File: src/rtl/candidate_dispatch_if.sv
// Candidate dispatch bus: load/capture controls from the sorter side and the
// valid/ready candidate stream toward the angle-refinement stage.
interface candidate_dispatch_if #(
  parameter int unsigned NUM     = 10,
  parameter int unsigned ANGLE_W = 12
);
  localparam int unsigned BUF_W = NUM * 2 * ANGLE_W;

  logic               load;
  logic [BUF_W-1:0]   candidate_angle_buffer;
  logic [3:0]         cand_num;
  logic               skip_zero;
  logic               cand_ready;
  logic               cand_valid;
  logic [ANGLE_W-1:0] theta;
  logic [ANGLE_W-1:0] phi;
  logic [3:0]         cand_rank;
  logic               busy;
  logic               done;
  logic               load_drop;

  modport master (
    output load, candidate_angle_buffer, cand_num, skip_zero, cand_ready,
    input  cand_valid, theta, phi, cand_rank, busy, done, load_drop
  );

  modport slave (
    input  load, candidate_angle_buffer, cand_num, skip_zero, cand_ready,
    output cand_valid, theta, phi, cand_rank, busy, done, load_drop
  );
endinterface

File: src/rtl/candidate_dispatch.sv
// Captures the ranked candidate buffer on load and streams slots highest-rank
// first over valid/ready, optionally skipping all-zero slots.
module candidate_dispatch #(
  parameter int unsigned NUM     = 10,
  parameter int unsigned ANGLE_W = 12
) (
  input  logic               clk,
  input  logic               rst,
  candidate_dispatch_if.slave bus
);
  localparam int unsigned SLOT_W = 2 * ANGLE_W;
  localparam int unsigned IDX_W  = (NUM > 1) ? $clog2(NUM) : 1;
  localparam int unsigned CNT_W  = 4;

  typedef enum logic [1:0] {
    IDLE = 2'd0,
    SEND = 2'd1,
    FIN  = 2'd2
  } state_t;

  state_t             state, state_nxt;
  logic [SLOT_W-1:0]  shadow [NUM];
  logic [IDX_W-1:0]   idx, idx_nxt;
  logic [CNT_W-1:0]   sent, sent_nxt;
  logic [CNT_W-1:0]   target, target_nxt;
  logic               skip_en, skip_en_nxt;
  logic [CNT_W-1:0]   target_req;
  logic [SLOT_W-1:0]  slot;
  logic               capture;
  logic               skip;
  logic               xfer;
  logic               valid;
  logic               drop;

  assign target_req = (bus.cand_num > CNT_W'(NUM)) ? CNT_W'(NUM) : bus.cand_num;
  assign slot       = shadow[idx];

  // Shadow copy is written only on an accepted load, isolating the walk
  // from later changes on the live buffer.
  always_ff @(posedge clk) begin
    if (!rst) begin
      for (int unsigned k = 0; k < NUM; k++) shadow[k] <= '0;
    end else if (capture) begin
      for (int unsigned k = 0; k < NUM; k++)
        shadow[k] <= bus.candidate_angle_buffer[k*SLOT_W +: SLOT_W];
    end
  end

  always_ff @(posedge clk) begin
    if (!rst) begin
      state   <= IDLE;
      idx     <= '0;
      sent    <= '0;
      target  <= '0;
      skip_en <= 1'b0;
    end else begin
      state   <= state_nxt;
      idx     <= idx_nxt;
      sent    <= sent_nxt;
      target  <= target_nxt;
      skip_en <= skip_en_nxt;
    end
  end

  always_comb begin
    state_nxt   = state;
    idx_nxt     = idx;
    sent_nxt    = sent;
    target_nxt  = target;
    skip_en_nxt = skip_en;
    capture     = 1'b0;
    skip        = 1'b0;
    xfer        = 1'b0;
    valid       = 1'b0;
    drop        = 1'b0;
    case (state)
      IDLE: begin
        if (bus.load) begin
          capture     = 1'b1;
          skip_en_nxt = bus.skip_zero;
          target_nxt  = target_req;
          idx_nxt     = IDX_W'(NUM - 1);
          sent_nxt    = '0;
          state_nxt   = (target_req == '0) ? FIN : SEND;
        end
      end
      SEND: begin
        drop  = bus.load;
        skip  = skip_en && (slot == '0);
        valid = !skip;
        xfer  = valid && bus.cand_ready;
        // Slot 0 consumed (sent or skipped) ends the walk even if short of target.
        if (skip || xfer) begin
          idx_nxt = idx - 1'b1;
          if (idx == '0) state_nxt = FIN;
        end
        if (xfer) begin
          sent_nxt = sent + 1'b1;
          if ((sent + 1'b1) == target) state_nxt = FIN;
        end
      end
      FIN: begin
        drop      = bus.load;
        state_nxt = IDLE;
      end
      default: state_nxt = IDLE;
    endcase
  end

  assign bus.cand_valid = valid;
  assign bus.theta      = slot[SLOT_W-1 -: ANGLE_W];
  assign bus.phi        = slot[ANGLE_W-1:0];
  assign bus.cand_rank  = sent;
  assign bus.busy       = (state == SEND);
  assign bus.done       = (state == FIN);
  assign bus.load_drop  = drop;
endmodule

File: src/flat_wrapper.sv
// flat-port wrapper written by rule: the top's interface ports become plain ports
module candidate_dispatch_flat 
#(
  parameter int unsigned NUM     = 10,
  parameter int unsigned ANGLE_W = 12
)
  (clk, rst, bus_load, bus_candidate_angle_buffer, bus_cand_num, bus_skip_zero, bus_cand_ready, bus_cand_valid, bus_theta, bus_phi, bus_cand_rank, bus_busy, bus_done, bus_load_drop);
  candidate_dispatch_if #(.NUM(NUM), .ANGLE_W(ANGLE_W)) bus_i ();
  input  logic clk;
  input  logic rst;
  input wire logic [$bits(bus_i.load)-1:0] bus_load;
  input wire logic [$bits(bus_i.candidate_angle_buffer)-1:0] bus_candidate_angle_buffer;
  input wire logic [$bits(bus_i.cand_num)-1:0] bus_cand_num;
  input wire logic [$bits(bus_i.skip_zero)-1:0] bus_skip_zero;
  input wire logic [$bits(bus_i.cand_ready)-1:0] bus_cand_ready;
  output wire logic [$bits(bus_i.cand_valid)-1:0] bus_cand_valid;
  output wire logic [$bits(bus_i.theta)-1:0] bus_theta;
  output wire logic [$bits(bus_i.phi)-1:0] bus_phi;
  output wire logic [$bits(bus_i.cand_rank)-1:0] bus_cand_rank;
  output wire logic [$bits(bus_i.busy)-1:0] bus_busy;
  output wire logic [$bits(bus_i.done)-1:0] bus_done;
  output wire logic [$bits(bus_i.load_drop)-1:0] bus_load_drop;
  assign bus_i.load = bus_load;
  assign bus_i.candidate_angle_buffer = bus_candidate_angle_buffer;
  assign bus_i.cand_num = bus_cand_num;
  assign bus_i.skip_zero = bus_skip_zero;
  assign bus_i.cand_ready = bus_cand_ready;
  assign bus_cand_valid = bus_i.cand_valid;
  assign bus_theta = bus_i.theta;
  assign bus_phi = bus_i.phi;
  assign bus_cand_rank = bus_i.cand_rank;
  assign bus_busy = bus_i.busy;
  assign bus_done = bus_i.done;
  assign bus_load_drop = bus_i.load_drop;
  candidate_dispatch #(.NUM(NUM), .ANGLE_W(ANGLE_W)) u_core (.clk(clk), .rst(rst), .bus(bus_i));
endmodule
File: config.mk
export PLATFORM = sky130hd
export DESIGN_NAME = candidate_dispatch_flat
export DESIGN_NICKNAME = d
export VERILOG_FILES = /design/src/rtl/candidate_dispatch_if.sv /design/src/rtl/candidate_dispatch.sv /design/src/flat_wrapper.sv
export SDC_FILE = /design/constraint.sdc
export NUM_CORES = 1
export LEC_CHECK = 0
export BUFFER_PORTS_ARGS = -buffer_cell sky130_fd_sc_hd__buf_2
export CAP_MARGIN = 20
export CORE_AREA = 2 2 175 126
export CTS_BUF_LIST = sky130_fd_sc_hd__clkbuf_16
export DETAILED_ROUTE_END_ITERATION = 8
export DIE_AREA = 0 0 177 128
export PLACE_DENSITY = 0.89
export SLEW_MARGIN = 20
export SYNTH_ARGS = -nofsm -noshare
export SYNTH_HDL_FRONTEND = slang
export SYNTH_SLANG_ARGS = --single-unit
File: constraint.sdc
create_clock -name clk -period 16.95 [get_ports clk]
set_input_delay 1.695 -clock clk [delete_from_list [all_inputs] [get_ports clk]]
set_output_delay 1.695 -clock clk [all_outputs]
set_load 0.01 [all_outputs]
==> run summary <==
Syn avg cell area = 13.8 um2
Top cell type's share of synthesized area = 60.0%
WS Path Type = reg -> out
Die Y = 128 um
Required time of the critical path = 15250 ps
EDFF count, synth = 240
Final slew viol count = 0
Post-route ant nets = 0
First-iteration detailed-routing DRC count = 954
Startpoint types = register
Final #Nets = 1382
Main synth FF type = edfxtp_1
Io pins = 281
First-pass GRT wire length = 42400 um
TritonCTS buffer count = 25
Final setup violation count = 0
CTS tree = built
Outcome = complete, no violations
Pre-CTS setup slack = 11560 ps
Starting Density = 56.9%
Drt drc = 0
Relative slew margins = 36.8%
Setup TNS = 0 ps
Register area share after synthesis = 63.2%
Initial antenna violation count = 0
Synth Register Bits = 259
Worst Skew = 10.2 ps
GRT Util Overall = 24.8%
Hold_ws = 472 ps
Post-layout min period = 5990 ps
Drt pass-1 iters = 6
CTS Buffer Depth = 3
Clk pin slew, worst setup/hold paths = 60 ps
Layout cell share with drive strength beyond 1 = 34.6%
Post-Syn Instances = 869
Vias in the first global route = 7628
P_leak = 5.88 nW
Clk Latency, worst-skew pair = 530 ps
Final Wtd Congestion = 0.883
Antenna Diode Count = 0
Syn-to-layout area delta = 19.8%
Die Width = 177 um
DP Wirelength = 20200 um
Crit path DAT = 4290 ps
Total Wirelength = 28500 um
Final worst-path cycle share = 35.3%
Largest area contributor in the netlist = edfxtp_1
Drt wl/cell = 19.9 um
Std-Cell Rows = 45
Final Hold Fails = 0
Via count = 7932
Fmax = 167 MHz
Syn Nets = 1124
Setup Buffers After CTS = 0
Gr ovfl total = 0
Final worst-path setup slack = 10960 ps
Critical path capture point type = output pin
Critical Path Fanout Max = 46
PwrDens = 119 nW/um2
PortBufs = 280
Max-cap viol count = 0
RSZ-0062 raised after global routing = false
Synth cell types = 54
Hold_buf cts = 0
Peak VDD IR = 0.0711 mV
Clock Sinks = 259
Die Area = 22700 um2
H-tree levels = 1
Measured slew at the worst slew-check pin = 949 ps
Routed via count divided by cell count = 5.55
Post-synth ARST share = 0%
Core box area = 21100 um2
Top cells by area, synth = edfxtp_1 (60%), and2_1 (13%), mux2_2 (4.9%)
# resized after CTS = 0
Clock root buffer master = clkbuf_16
Yosys warns = 0
Mapped Area = 12000 um2
Min-delay worst type = reg -> reg
Largest net degree at the start of global routing = 161
-- power breakdown --
part	switching [mW]	total [mW]	internal, mW
clock	0.243	0.561	0.318
combinational	0.183	0.323	0.140
sequential	0.0438	0.830	0.786
total	0.469	1.71	1.24
-- path summary, 6_finish.rpt --
path,end,cells after the start,start,slack (ps)
min reg2reg,u_core.target[0],2,u_core.target[0],470
max reg2reg,register,9,register,12610
max,bus_cand_valid,9,register,10960
min,u_core.target[0],2,u_core.target[0],470
-- Yosys cell counts (all sizes together) (7+ instances only) --
cell,number
edfxtp,240
and2,241
o31ai,13
a22o,12
buf,21
inv,10
dfxtp,19
nand2,34
mux2i,58
o22ai,14
a21oi,8
nor4,7
o21ai,13
mux4,10
mux2,54
clkbuf,35
nor2,9
nand3,8
-- cell families after synthesis --
| family | share of synthesized area [%] |
|---|---|
| AND/OR/NAND/NOR | 15.8 |
| buffers and inverters | 2.72 |
| XOR/XNOR | 0.438 |
| multiplexers | 11.8 |
| adder cells (fa/ha/maj) | 0.625 |
| AO/OA/AOI/OAI | 5.47 |
| flip-flops | 63.2 |
-- final cells by class --
type	count	area, um2
inverters	11	41.3
multi-input cells	543	4110
fillers	1496	6730
flip-flops and latches	259	7590
clock buffers	25	626
clock inverters	21	200
repair buffers	287	1460
well taps	282	353
-- critical path, cell delays in order, from the launching register on --
cell     delay, ps
dfxtp_4        790
buf_4          560
mux4_2         570
mux2i_1        330
mux2i_1        160
nor4_1         300
nand3_1        200
nor3_2         550
nor2_1          90
buf_2          160
-- flip-flops by register name, indices dropped and copies added, names as in the netlist, named ones only --
name,flops
u_core.shadow,240
u_core.idx,4
u_core.bus.cand_rank,4
u_core.target,4
u_core.skip_en,1
u_core.state,2
-- through the flow --
stage                     area [um2]  instances  power (mW)  utilization, %
after global routing           14400       1428        1.77            68.1
after global placement         13600       1382        1.15            64.2
after CTS                      14400       1428        1.72            68.1
after detailed placement       13600       1382        1.16            64.2
final                          14400       1428        1.71            68.1
after floorplan                12000        869        1.05               -
-- layer usage --
metal  wire length [um]  global-route usage [%]  share of wire, %  vias up
met2              12600                    37.2                44      409
li1                   -                       -                 -     3700
met1              12900                    37.7                45     3785
met4                497                    5.15               1.7        0
met3               2480                    4.98               8.7       38
met5                  0                       0                 0        -
-- cells in the final DEF, fill, tap and decap left out, types with 5 or more instances in the layout --
| cell type | instances |
|---|---|
| a21oi_1 | 8 |
| clkinv_1 | 6 |
| nor2_1 | 7 |
| o22ai_1 | 14 |
| o21ai_0 | 13 |
| mux2_2 | 52 |
| inv_1 | 14 |
| clkbuf_16 | 25 |
| buf_2 | 280 |
| o31ai_1 | 13 |
| and2_1 | 241 |
| buf_4 | 5 |
| xnor2_1 | 5 |
| nand2_1 | 33 |
| ha_1 | 6 |
| mux4_2 | 10 |
| a22o_1 | 12 |
| dfxtp_1 | 15 |
| nand3_1 | 8 |
| mux2i_1 | 58 |
| nor4_1 | 7 |
| edfxtp_1 | 240 |
| clkinv_2 | 5 |
Power figures use the tool's default switching activity.
